File: src/rtl/part2_regbank_if.sv
// part2_regbank_if: control/data bundle between the control unit and the
// register bank.
//   master : control unit side (drives selects, enables and write data,
//            receives read-port data and IR contents)
//   slave  : register bank side
// Signals: rf_in, rf_o1_sel, rf_o2_sel, rf_fun_sel, rf_reg_sel, rf_t_sel,
//          rf_o1, rf_o2, ir_in, ir_lh, ir_enable, ir_fun_sel, ir_out.
interface part2_regbank_if #(
  parameter int DATA_W = 8
);
  localparam int IR_W = 2 * DATA_W;

  logic [DATA_W-1:0] rf_in;
  logic [2:0]        rf_o1_sel;
  logic [2:0]        rf_o2_sel;
  logic [1:0]        rf_fun_sel;
  logic [3:0]        rf_reg_sel;
  logic [3:0]        rf_t_sel;
  logic [DATA_W-1:0] rf_o1;
  logic [DATA_W-1:0] rf_o2;
  logic [DATA_W-1:0] ir_in;
  logic              ir_lh;
  logic              ir_enable;
  logic [1:0]        ir_fun_sel;
  logic [IR_W-1:0]   ir_out;

  modport master (
    output rf_in, rf_o1_sel, rf_o2_sel, rf_fun_sel, rf_reg_sel, rf_t_sel,
    output ir_in, ir_lh, ir_enable, ir_fun_sel,
    input  rf_o1, rf_o2, ir_out
  );

  modport slave (
    input  rf_in, rf_o1_sel, rf_o2_sel, rf_fun_sel, rf_reg_sel, rf_t_sel,
    input  ir_in, ir_lh, ir_enable, ir_fun_sel,
    output rf_o1, rf_o2, ir_out
  );
endinterface

File: src/rtl/part2_regbank.sv
// part2_regbank: 8-entry register file (T1-T4, R1-R4) with two combinational
// read ports, plus a 16-bit instruction register loaded a byte at a time.
// Every storage element is a part2_funreg (clear / load / dec / inc).
// Ports:
//   clock   : rising-edge clock
//   reset_n : async active-low reset, clears all registers
//   bus     : part2_regbank_if.slave (selects, enables, data, outputs)

// Generic function register. fun: 00 clear, 01 load, 10 dec, 11 inc.
// Arithmetic wraps modulo 2^W.
module part2_funreg #(
  parameter int W = 8
) (
  input  logic         clk_i,
  input  logic         rst_ni,
  input  logic         en_i,
  input  logic [1:0]   fun_i,
  input  logic [W-1:0] d_i,
  output logic [W-1:0] q_o
);
  logic [W-1:0] q_q, q_d;

  always_comb begin
    q_d = q_q;
    if (en_i) begin
      case (fun_i)
        2'b00:   q_d = '0;
        2'b01:   q_d = d_i;
        2'b10:   q_d = q_q - W'(1);
        default: q_d = q_q + W'(1);
      endcase
    end
  end

  always_ff @(posedge clk_i or negedge rst_ni) begin
    if (!rst_ni) q_q <= '0;
    else         q_q <= q_d;
  end

  assign q_o = q_q;
endmodule

module part2_regbank #(
  parameter int DATA_W = 8
) (
  input  logic            clock,
  input  logic            reset_n,
  part2_regbank_if.slave  bus
);
  localparam int IR_W    = 2 * DATA_W;
  localparam int NUM_REG = 8;

  // Entry index equals the read-select code: 0..3 = T1..T4, 4..7 = R1..R4.
  logic [NUM_REG-1:0][DATA_W-1:0] rf_q;
  logic [NUM_REG-1:0]             rf_en;

  for (genvar k = 0; k < NUM_REG; k++) begin : g_rf
    // Enable vectors are MSB-first (bit3 = T1/R1), hence the reversal.
    if (k < 4) begin : g_t
      assign rf_en[k] = bus.rf_t_sel[3-k];
    end else begin : g_r
      assign rf_en[k] = bus.rf_reg_sel[7-k];
    end

    part2_funreg #(.W(DATA_W)) u_reg (
      .clk_i  (clock),
      .rst_ni (reset_n),
      .en_i   (rf_en[k]),
      .fun_i  (bus.rf_fun_sel),
      .d_i    (bus.rf_in),
      .q_o    (rf_q[k])
    );
  end

  assign bus.rf_o1 = rf_q[bus.rf_o1_sel];
  assign bus.rf_o2 = rf_q[bus.rf_o2_sel];

  // IR: a byte load is a full-width load of the new byte merged with the
  // untouched half; dec/inc/clear act on the whole 16 bits.
  logic [IR_W-1:0] ir_q;
  logic [IR_W-1:0] ir_ld;

  assign ir_ld = bus.ir_lh ? {bus.ir_in, ir_q[DATA_W-1:0]}
                           : {ir_q[IR_W-1:DATA_W], bus.ir_in};

  part2_funreg #(.W(IR_W)) u_ir (
    .clk_i  (clock),
    .rst_ni (reset_n),
    .en_i   (bus.ir_enable),
    .fun_i  (bus.ir_fun_sel),
    .d_i    (ir_ld),
    .q_o    (ir_q)
  );

  assign bus.ir_out = ir_q;
endmodule

File: src/flat_wrapper.sv
// flat-port wrapper written by rule: the top's interface ports become plain ports
module part2_regbank_flat 
#(
  parameter int DATA_W = 8
)
  (clock, reset_n, bus_rf_in, bus_rf_o1_sel, bus_rf_o2_sel, bus_rf_fun_sel, bus_rf_reg_sel, bus_rf_t_sel, bus_ir_in, bus_ir_lh, bus_ir_enable, bus_ir_fun_sel, bus_rf_o1, bus_rf_o2, bus_ir_out);
  part2_regbank_if #(.DATA_W(DATA_W)) bus_i ();
  input  logic clock;
  input  logic reset_n;
  input wire logic [$bits(bus_i.rf_in)-1:0] bus_rf_in;
  input wire logic [$bits(bus_i.rf_o1_sel)-1:0] bus_rf_o1_sel;
  input wire logic [$bits(bus_i.rf_o2_sel)-1:0] bus_rf_o2_sel;
  input wire logic [$bits(bus_i.rf_fun_sel)-1:0] bus_rf_fun_sel;
  input wire logic [$bits(bus_i.rf_reg_sel)-1:0] bus_rf_reg_sel;
  input wire logic [$bits(bus_i.rf_t_sel)-1:0] bus_rf_t_sel;
  input wire logic [$bits(bus_i.ir_in)-1:0] bus_ir_in;
  input wire logic [$bits(bus_i.ir_lh)-1:0] bus_ir_lh;
  input wire logic [$bits(bus_i.ir_enable)-1:0] bus_ir_enable;
  input wire logic [$bits(bus_i.ir_fun_sel)-1:0] bus_ir_fun_sel;
  output wire logic [$bits(bus_i.rf_o1)-1:0] bus_rf_o1;
  output wire logic [$bits(bus_i.rf_o2)-1:0] bus_rf_o2;
  output wire logic [$bits(bus_i.ir_out)-1:0] bus_ir_out;
  assign bus_i.rf_in = bus_rf_in;
  assign bus_i.rf_o1_sel = bus_rf_o1_sel;
  assign bus_i.rf_o2_sel = bus_rf_o2_sel;
  assign bus_i.rf_fun_sel = bus_rf_fun_sel;
  assign bus_i.rf_reg_sel = bus_rf_reg_sel;
  assign bus_i.rf_t_sel = bus_rf_t_sel;
  assign bus_i.ir_in = bus_ir_in;
  assign bus_i.ir_lh = bus_ir_lh;
  assign bus_i.ir_enable = bus_ir_enable;
  assign bus_i.ir_fun_sel = bus_ir_fun_sel;
  assign bus_rf_o1 = bus_i.rf_o1;
  assign bus_rf_o2 = bus_i.rf_o2;
  assign bus_ir_out = bus_i.ir_out;
  part2_regbank #(.DATA_W(DATA_W)) u_core (.clock(clock), .reset_n(reset_n), .bus(bus_i));
endmodule
File: config.mk
export PLATFORM = sky130hd
export DESIGN_NAME = part2_regbank_flat
export DESIGN_NICKNAME = d
export VERILOG_FILES = /design/src/rtl/part2_regbank_if.sv /design/src/rtl/part2_regbank.sv /design/src/flat_wrapper.sv
export SDC_FILE = /design/constraint.sdc
export NUM_CORES = 1
export LEC_CHECK = 0
export ABC_AREA = 0
export CORE_MARGIN = 4
export CORE_UTILIZATION = 50
export DETAILED_ROUTE_END_ITERATION = 10
export PLACE_DENSITY_LB_ADDON = 0.15
export SLEW_MARGIN = 20
export SYNTH_ARGS = -nofsm -noshare
export SYNTH_HDL_FRONTEND = slang
export SYNTH_SLANG_ARGS = --single-unit
File: constraint.sdc
create_clock -name clock -period 2.68 [get_ports clock]
set_input_delay 0.402 -clock clock [delete_from_list [all_inputs] [get_ports clock]]
set_output_delay 0.402 -clock clock [all_outputs]
set_load 0.05 [all_outputs]
* Word level (Yosys, flattened, before mapping)
Cells that the tools add are included.
Cells by class: bitwise logic cells 0, shifts and indexed selects 0, multipliers 0, divide/modulo/power cells 0, add/subtract/negate cells 18, mux-type cells 14, equality and inequality tests 6, reductions and logical operators 4, magnitude comparators 2
Operators with widths (number):
- 8-bit one-hot mux with 3 select lines | 8
- 8-bit by 1-bit adder with 8-bit output, second input constant | 8
- 8-bit by 1-bit subtractor with 8-bit output, second input constant | 8
- 8-bit binary-select mux with 3-bit select | 2
- 16-bit one-hot mux with 3 select lines | 1
- 16-bit by 1-bit adder with 16-bit output, second input constant | 1
- 16-bit two-way mux | 1
- 8-bit two-way mux | 2
- 16-bit by 1-bit subtractor with 16-bit output, second input constant | 1
- 3-bit by 4-bit < comparator with 1-bit output, second input constant | 2
- 2-bit by 1-bit equality test with 1-bit output, second input constant | 2
- 2-bit equality test, second input constant | 2
- 2-bit zero test | 2
- 2-bit inequality test, second input constant | 2
- 2-bit AND reduction | 2
Word-level totals: RAM bits 0, memories kept 0, ROM bits 0, input port bits 38, output and inout port bits 32, latch bits 0, logic and storage cells 54, register bits 80

* Depth between registers and ports, before layout
Gate-level depths: netlist (run 1).
depth in word-level cells 3, depth in mapped cells 11, gate-level depth less buffers 10

* Modules after synthesis
A second synthesis (run 1) with hierarchy kept.
Second synthesis, totals: cells, all modules 1060, area total of the unflattened synthesis 9072.5 sq um
By module, submodules not included:
- part2_funreg (u_core.g_rf[0].u_reg ...) | area an instance 779.5 sq um, times used 8, cells an instance 97, seq. area each 200.2 sq um
- part2_funreg (u_core.u_ir) | area an instance 1550.2 sq um, times used 1, cells an instance 208, seq. area each 400.4 sq um
- part2_regbank | area an instance 1286.2 sq um, times used 1, cells an instance 76, seq. area each 0.0 sq um

* Worst setup path after synthesis (run 1)
Ideal clock, no wire load.
path type input to register, start input bus_rf_fun_sel[0], end register u_core.g_rf[1].u_reg.q_q[7], arrival 3.630 ns, cell stages on the path 11, buffers on the path 1, library setup time 0.126 ns, setup slack -1.076 ns, required time 2.554 ns, cell sequence clkbuf_1 -> nand2b_1 -> inv_1 -> ha_1 -> a21o_1 -> a21oi_1 -> o21ai_0 -> o41ai_1 -> xnor2_1 -> nor3_1 -> a311o_1
Between the ends: cells in the longest elaborated chain, start to end 2, elaborated cells between the ends (all ways) 4, those cells by class eq/ne: 2; mux: 1; reduce/logical: 1
Ends and longest elaborated chain:
- start, declared | RTL line flat_wrapper.sv:13 | input wire logic [$bits(bus_i.rf_fun_sel)-1:0] bus_rf_fun_sel;
- 2-bit equality test (tied with other cells) | RTL line part2_regbank.sv:26 | case (fun_i)
- 8-bit one-hot mux with 3 select lines * | RTL line part2_regbank.sv:26
- end signal, assigned | RTL line part2_regbank.sv:37 | else q_q <= q_d;
- end, declared | RTL line part2_regbank.sv:21 | logic [W-1:0] q_q, q_d;
Every way passes the cells marked *; elsewhere a longest branch is shown, timed or not. A chain may end at the register's enable or synchronous reset.

* Final worst setup path (run 1)
start input bus_rf_o1_sel[0], end output bus_rf_o1[2]
Between the ends: cells in the longest elaborated chain, start to end 2
Ends and longest elaborated chain:
- start, declared | RTL line flat_wrapper.sv:11 | input wire logic [$bits(bus_i.rf_o1_sel)-1:0] bus_rf_o1_sel;
- 8-bit binary-select mux with 3-bit select | RTL line part2_regbank.sv:75 | assign bus.rf_o1 = rf_q[bus.rf_o1_sel];
- 8-bit two-way mux (not written as such) | RTL line part2_regbank.sv:75
- end, declared | RTL line flat_wrapper.sv:20 | output wire logic [$bits(bus_i.rf_o1)-1:0] bus_rf_o1;
Every way passes these cells. The select of a mux whose other input is x is not followed.

==> results of run 1 <==
==> metal layers <==
metal,vias to the layer above,GRT usage,routed length [um]
met5,-,0,0
met4,0,0.109,684
met3,64,0.0488,2140
met2,331,0.445,10200
met1,3364,0.387,9310
li1,3185,-,-
==> timing repair <==
action,CTS,global route
buffers inserted,0,1
pin swaps,2,23
setup endpoints to repair,1,12
hold buffers,0,0
cloned,0,2
hold endpoints to repair,0,0
gates resized for setup,0,5
==> through the flow <==
stage | utilization | cells | hold slack [ps] | setup TNS (ps) | worst slack, ps
CTS | 0.655 | 1101 | 98.2 | 0 | 9.63
finish | 0.661 | 1104 | 59.8 | 0 | 136
global placement | 0.632 | 1086 | 474 | -3870 | -326
detailed placement | 0.632 | 1086 | 476 | -5160 | -375
global route | 0.661 | 1104 | 129 | 0 | 39.7
floorplan | - | 791 | 106 | -15220 | -703
==> synth_stat cells, drive strengths merged (2+ instances only) <==
master / n
a21o: 16
a21oi: 121
a221oi: 2
a311o: 8
a31oi: 9
and2: 8
and3: 2
buf: 11
clkbuf: 43
clkinv: 2
dfrtp: 80
fa: 8
ha: 50
inv: 21
mux2: 27
mux2i: 13
mux4: 32
nand2: 51
nand2b: 7
nand3: 9
nand4: 6
nor2: 86
nor2b: 6
nor3: 28
o21ai: 45
o21bai: 5
o221ai: 7
o22ai: 8
o31a: 2
o41ai: 11
or3: 6
xnor2: 36
xor2: 13
==> logic make-up after synthesis <==
logic type / share of synthesized area
compound gates: 0.206
simple gates: 0.134
flops: 0.283
buf+inv: 0.0414
mux: 0.163
fa+ha+maj: 0.111
xor+xnor: 0.0607
==> path summary, 6_finish.rpt <==
path / start / to
worst max-delay path: bus_rf_o1_sel[0] / bus_rf_o1[2]
worst max register to register: u_core.u_ir.q_o[8] / u_core.u_ir.q_o[15]
worst min-delay path: reset_n / u_core.g_rf[4].u_reg.q_o[6]
worst min register to register: u_core.u_ir.q_o[14] / u_core.u_ir.q_o[14]
max in group asynchronous: reset_n / u_core.g_rf[2].u_reg.q_o[5]
min in group clock: u_core.u_ir.q_o[14] / u_core.u_ir.q_o[14]
==> sequential cells by signal (all words and copies together) (netlist names) <==
name / count
u_core.g_rf.u_reg.q_o: 64
u_core.u_ir.q_o: 16
==> worst max-delay path, stage by stage <==
cell	delay, ps
clkdlybuf4s50_1	510
buf_12	190
mux4_2	530
mux2_2	300
buf_4	200
==> power groups by stage <==
| stage | Combinational (W) | Sequential, W | Clock [W] |
|---|---|---|---|
| CTS | 0.00342 | 0.00201 | 0.00140 |
| global placement | 0.00329 | 0.00199 | 0 |
| floorplan | 0.00222 | 0.00200 | 0 |
| finish | 0.00345 | 0.00203 | 0.00138 |
| global route | 0.00377 | 0.00207 | 0.00144 |
| detailed placement | 0.00340 | 0.00203 | 0 |
==> layout make-up <==
type | count | area (um2) | share of cell area
tap | 180 | 225 | 0.0245
inverter | 23 | 90.1 | 0.00982
timing repair buffer | 172 | 1520 | 0.166
clock inverter | 3 | 65.1 | 0.00709
sequential | 80 | 2000 | 0.218
multi-input combinational | 634 | 5020 | 0.547
clock buffer | 12 | 256 | 0.0280
==> results.tsv, run 1 <==
metric	value	unit
Fill cells	1143	
Synth Instances	791	
area of the core	0.0139	mm2
IO Pins	70	
Switching Fraction	0.414	
1st-pass router iterations	5	
Worst-Margin Slew	709	ps
gr ovfl total	0	
status	completed	
Startpoint Class	input pin	
Synth area leader	dfrtp_1	
max frequency	0.393	GHz
HP Class	input pin to async pin	
Int Pwr	0.00402	W
Post-DRT Antenna Nets	0	
reg-to-reg slack, setup	250	ps
Relative slew margins	0.527	
yosys warns	0	
wire per inst	20.2	um
commonest cells after routing, fill and taps aside	112 x buf_4, 111 x a21oi_1, 86 x nor2_1	
Final setup viols	0	
Post-synth EDFFs	0	
skew final	5.54	ps
vias in the first global route	6990	
RSZ-0062 raised after global routing	no	
Flop pwr share	0.296	
WP data arrival	2140	ps
antenna violations before repair	0	
global-route wire length before repair	35900	um
power consumption	0.00686	W
CTS sink count	80	
post-synth cell types	50	
CP max FO	16	
DRT iter0 DRCs	741	
number of CTS-inserted buffers	9	
final instance area	0.00918	mm2
Critical Path End Type	primary output	
syn avg cell area	8.94	um2
Synth Flop Type	dfrtp_1	
Synth async-reset ratio	1.00	
# port buffers	69	
Yosys top cell area share	0.283	
Tmin final	2540	ps
Pleak	3.95	nW
Max-Cap Viols	0	
initial core utilization	0.509	
post-synthesis net count	887	
Synth area leaders	dfrtp_1 28%, mux4_2 10%, ha_1 8.9%	
combinational fraction of design power	0.503	
Clock transition at path regs	60	ps
P_sw	0.00284	W
die area	0.0161	mm2
drt via density	6.29	
CTS Root Cell	clkbuf_16	
Clock power frac	0.201	
Nets	1016	
final period utilization	0.949	
Post-Route WL	22300	um
most common cell after layout, fill and taps aside	buf_4	
CTS tree	built	
DIE WIDTH	127	um
pin count of the biggest net entering global routing	59	
Hold Fails Final Rpt	0	
H-tree levels	3	
sequential area share after synthesis	0.283	
Residual DRC	0	
Final Max Slew Viols	0	
area grow syn2layout	29.8	%
site row count	43	
ANT cells	0	
Tot GR Track Use	0.281	
CTS max path bufs	2	
Cell Pwr Density	747	mW/mm2
WP data required	2280	ps
placed cell areas	0.00877	mm2
post-synth design cell area	0.00707	mm2
Worst R2R Path Depth	7	
vias post-DR	6944	
Worst VDD drop	670	uV
worst-skew pair later-pin latency	350	ps
routability cong.	0.933	
post-DP HPWL	16000	um
die height	127	um
Setup CP Type	input pin to primary output	
fraction of layout cells with a size suffix above 1	0.253	
number of synthesized register bits	80	
Note: power is estimated with default switching activity, not from simulation.
==> inputs of run 2 (changes only) <==
Clock period 2.68 ns to 2.3 ns, I/O delays scaled along.
==> run 2 against run 1 <==
  * The flow now finishes with violations (negative setup slack)
  * Final cell count increased by 3.4%
  * Sequential power increased by 14%
  * Clock skew increased by 1.8 ps
  * Largest power group unchanged
  * Combinational power increased by 27%
==> results.tsv, run 2 (synthesized netlist as in run 1, its figures left out) <==
metric	value	unit
status	finished, violations left	
violated checks	negative setup slack	
RSZ-0062 raised after global routing	yes	
Worst VDD drop	488	uV
number of CTS-inserted buffers	9	
commonest cells after routing, fill and taps aside	139 x buf_4, 103 x a21oi_1, 85 x nor2_1	
drt via density	6.37	
1st-pass router iterations	7	
final core occ	0.697	
ANT cells	0	
die area	0.0161	mm2
site row count	43	
initial core utilization	0.509	
Relative slew margins	0.521	
Pleak	4.20	nW
Cell Pwr Density	841	mW/mm2
antenna violations before repair	0	
Bufs and invs on worst path	0	
routability cong.	0.906	
final worst slack	-15.6	ps
CTS max path bufs	2	
Startpoint Class	flop	
pin count of the biggest net entering global routing	59	
CTS Root Cell	clkbuf_16	
Nets	1055	
most common cell after layout, fill and taps aside	buf_4	
area of the core	0.0139	mm2
Worst-Margin Slew	719	ps
global-route wire length before repair	38100	um
Tmin final	2320	ps
Clock transition at path regs	60	ps
fraction of layout cells with a size suffix above 1	0.313	
Post-Route WL	24000	um
Critical Path End Type	flop	
Final setup viols	2	
HP Class	input pin to async pin	
H-tree levels	3	
WP data required	2570	ps
Residual DRC	0	
wire per inst	21.0	um
Final Max Slew Viols	0	
# port buffers	69	
WP data arrival	2590	ps
pre-CTS setup slack	-726	ps
critical path cell sequence	or4_4 > or3_4 > nor3_1 > o21ai_1 > a22o_1 > a21oi_2 > mux2i_1	
Post-DRT Antenna Nets	0	
DRT iter0 DRCs	703	
CP max stage cell	or4_4	
final instance area	0.00967	mm2
Fill cells	1035	
skew final	7.35	ps
Hold Fails Final Rpt	0	
Tot GR Track Use	0.299	
post-DP HPWL	16600	um
IO Pins	70	
worst-skew pair later-pin latency	350	ps
gr ovfl total	0	
CP max FO	3	
final period utilization	1.01	
vias post-DR	7271	
placed cell areas	0.00900	mm2
power consumption	0.00813	W
max reg flops	64	
CTS tree	built	
kind of cell adding the most delay to the critical path	simple AND/OR/NAND/NOR gates	
CTS sink count	80	
CP peak stage delay	540	ps
max frequency	0.432	GHz
DIE WIDTH	127	um
Max-Cap Viols	0	
vias in the first global route	7258	
die height	127	um
Setup CP Type	flop to flop	
area grow syn2layout	36.9	%
-- run 2: cell count changes in the layout (fill, tap and decap cells not counted), moves of 3 or more --
| cell | change |
|---|---|
| buf_4 | +27 |
| a21oi_1 | -8 |
| buf_6 | +7 |
| o21ai_0 | -7 |
| a21oi_2 | +6 |
| buf_12 | +6 |
| clkdlybuf4s50_1 | -6 |
| o21ai_1 | +6 |
| dfrtp_1 | -5 |
| dfrtp_2 | +5 |
| ha_1 | -5 |
| ha_4 | +4 |
| nor3_1 | -3 |
| nor3_2 | +3 |
-- run 2: worst register-to-register path, stage by stage (launching register included) --
cell and delay (ps):
dfrtp_2 400, or4_4 540, or3_4 350, nor3_1 140
o21ai_1 140, a22o_1 270, a21oi_2 190, mux2i_1 210
-- run 2: layout make-up --
cell class,count,area [um2],share of cell area
Clock buffer,10,229,0.0237
Clock inverter,4,47.5,0.00491
Inverter,23,90.1,0.00931
Multi-Input combinational cell,634,5150,0.533
Sequential cell,80,2010,0.208
Tap cell,180,225,0.0233
Timing Repair Buffer,211,1920,0.199
-- run 2: layer usage --
metal | GRT usage | wire, um
met5 | 0 | 0
met4 | 0.131 | 890
met3 | 0.0497 | 1810
met2 | 0.475 | 11300
met1 | 0.403 | 9970
-- run 2: metrics by stage --
| step | hold slack [ps] | std cells | setup TNS (ps) |
|---|---|---|---|
| 5_1_grt | 494 | 1142 | -334 |
| 3_5_place_dp | 292 | 1108 | -19810 |
| 2_1_floorplan | 49.4 | 791 | -31190 |
| 3_3_place_gp | 281 | 1108 | -17430 |
| 4_1_cts | 461 | 1132 | -14.2 |
| 6_report | 459 | 1142 | -24.6 |
-- run 2: power breakdown --
group / internal [W] / total [W] / switching, W
combinational: 0.00212 / 0.00438 / 0.00226
clock: 0.000826 / 0.00143 / 0.000603
sequential: 0.00174 / 0.00232 / 0.000577
-- run 2: path summary, 6_finish.rpt --
kind	startpoint	endpoint	slack [ps]	cells after the start
max	u_core.u_ir.q_o[10]	u_core.u_ir.q_o[15]	-20	7
max in group asynchronous	reset_n	u_core.g_rf[4].u_reg.q_o[5]	1240	3
min reg2reg	u_core.u_ir.q_o[1]	u_core.u_ir.q_o[1]	570	2
max reg2reg	u_core.u_ir.q_o[10]	u_core.u_ir.q_o[15]	-20	7
min in group clock	u_core.u_ir.q_o[1]	u_core.u_ir.q_o[1]	570	2
min	reset_n	u_core.g_rf[4].u_reg.q_o[1]	460	2
-- run 2: what timing repair did --
action	in CTS	in global routing
pin swaps	13	43
hold buffers	1	0
cloned	4	0
resized for setup	18	45
setup endpoints to repair	42	34
hold endpoints to repair	22	0
setup buffers	5	12
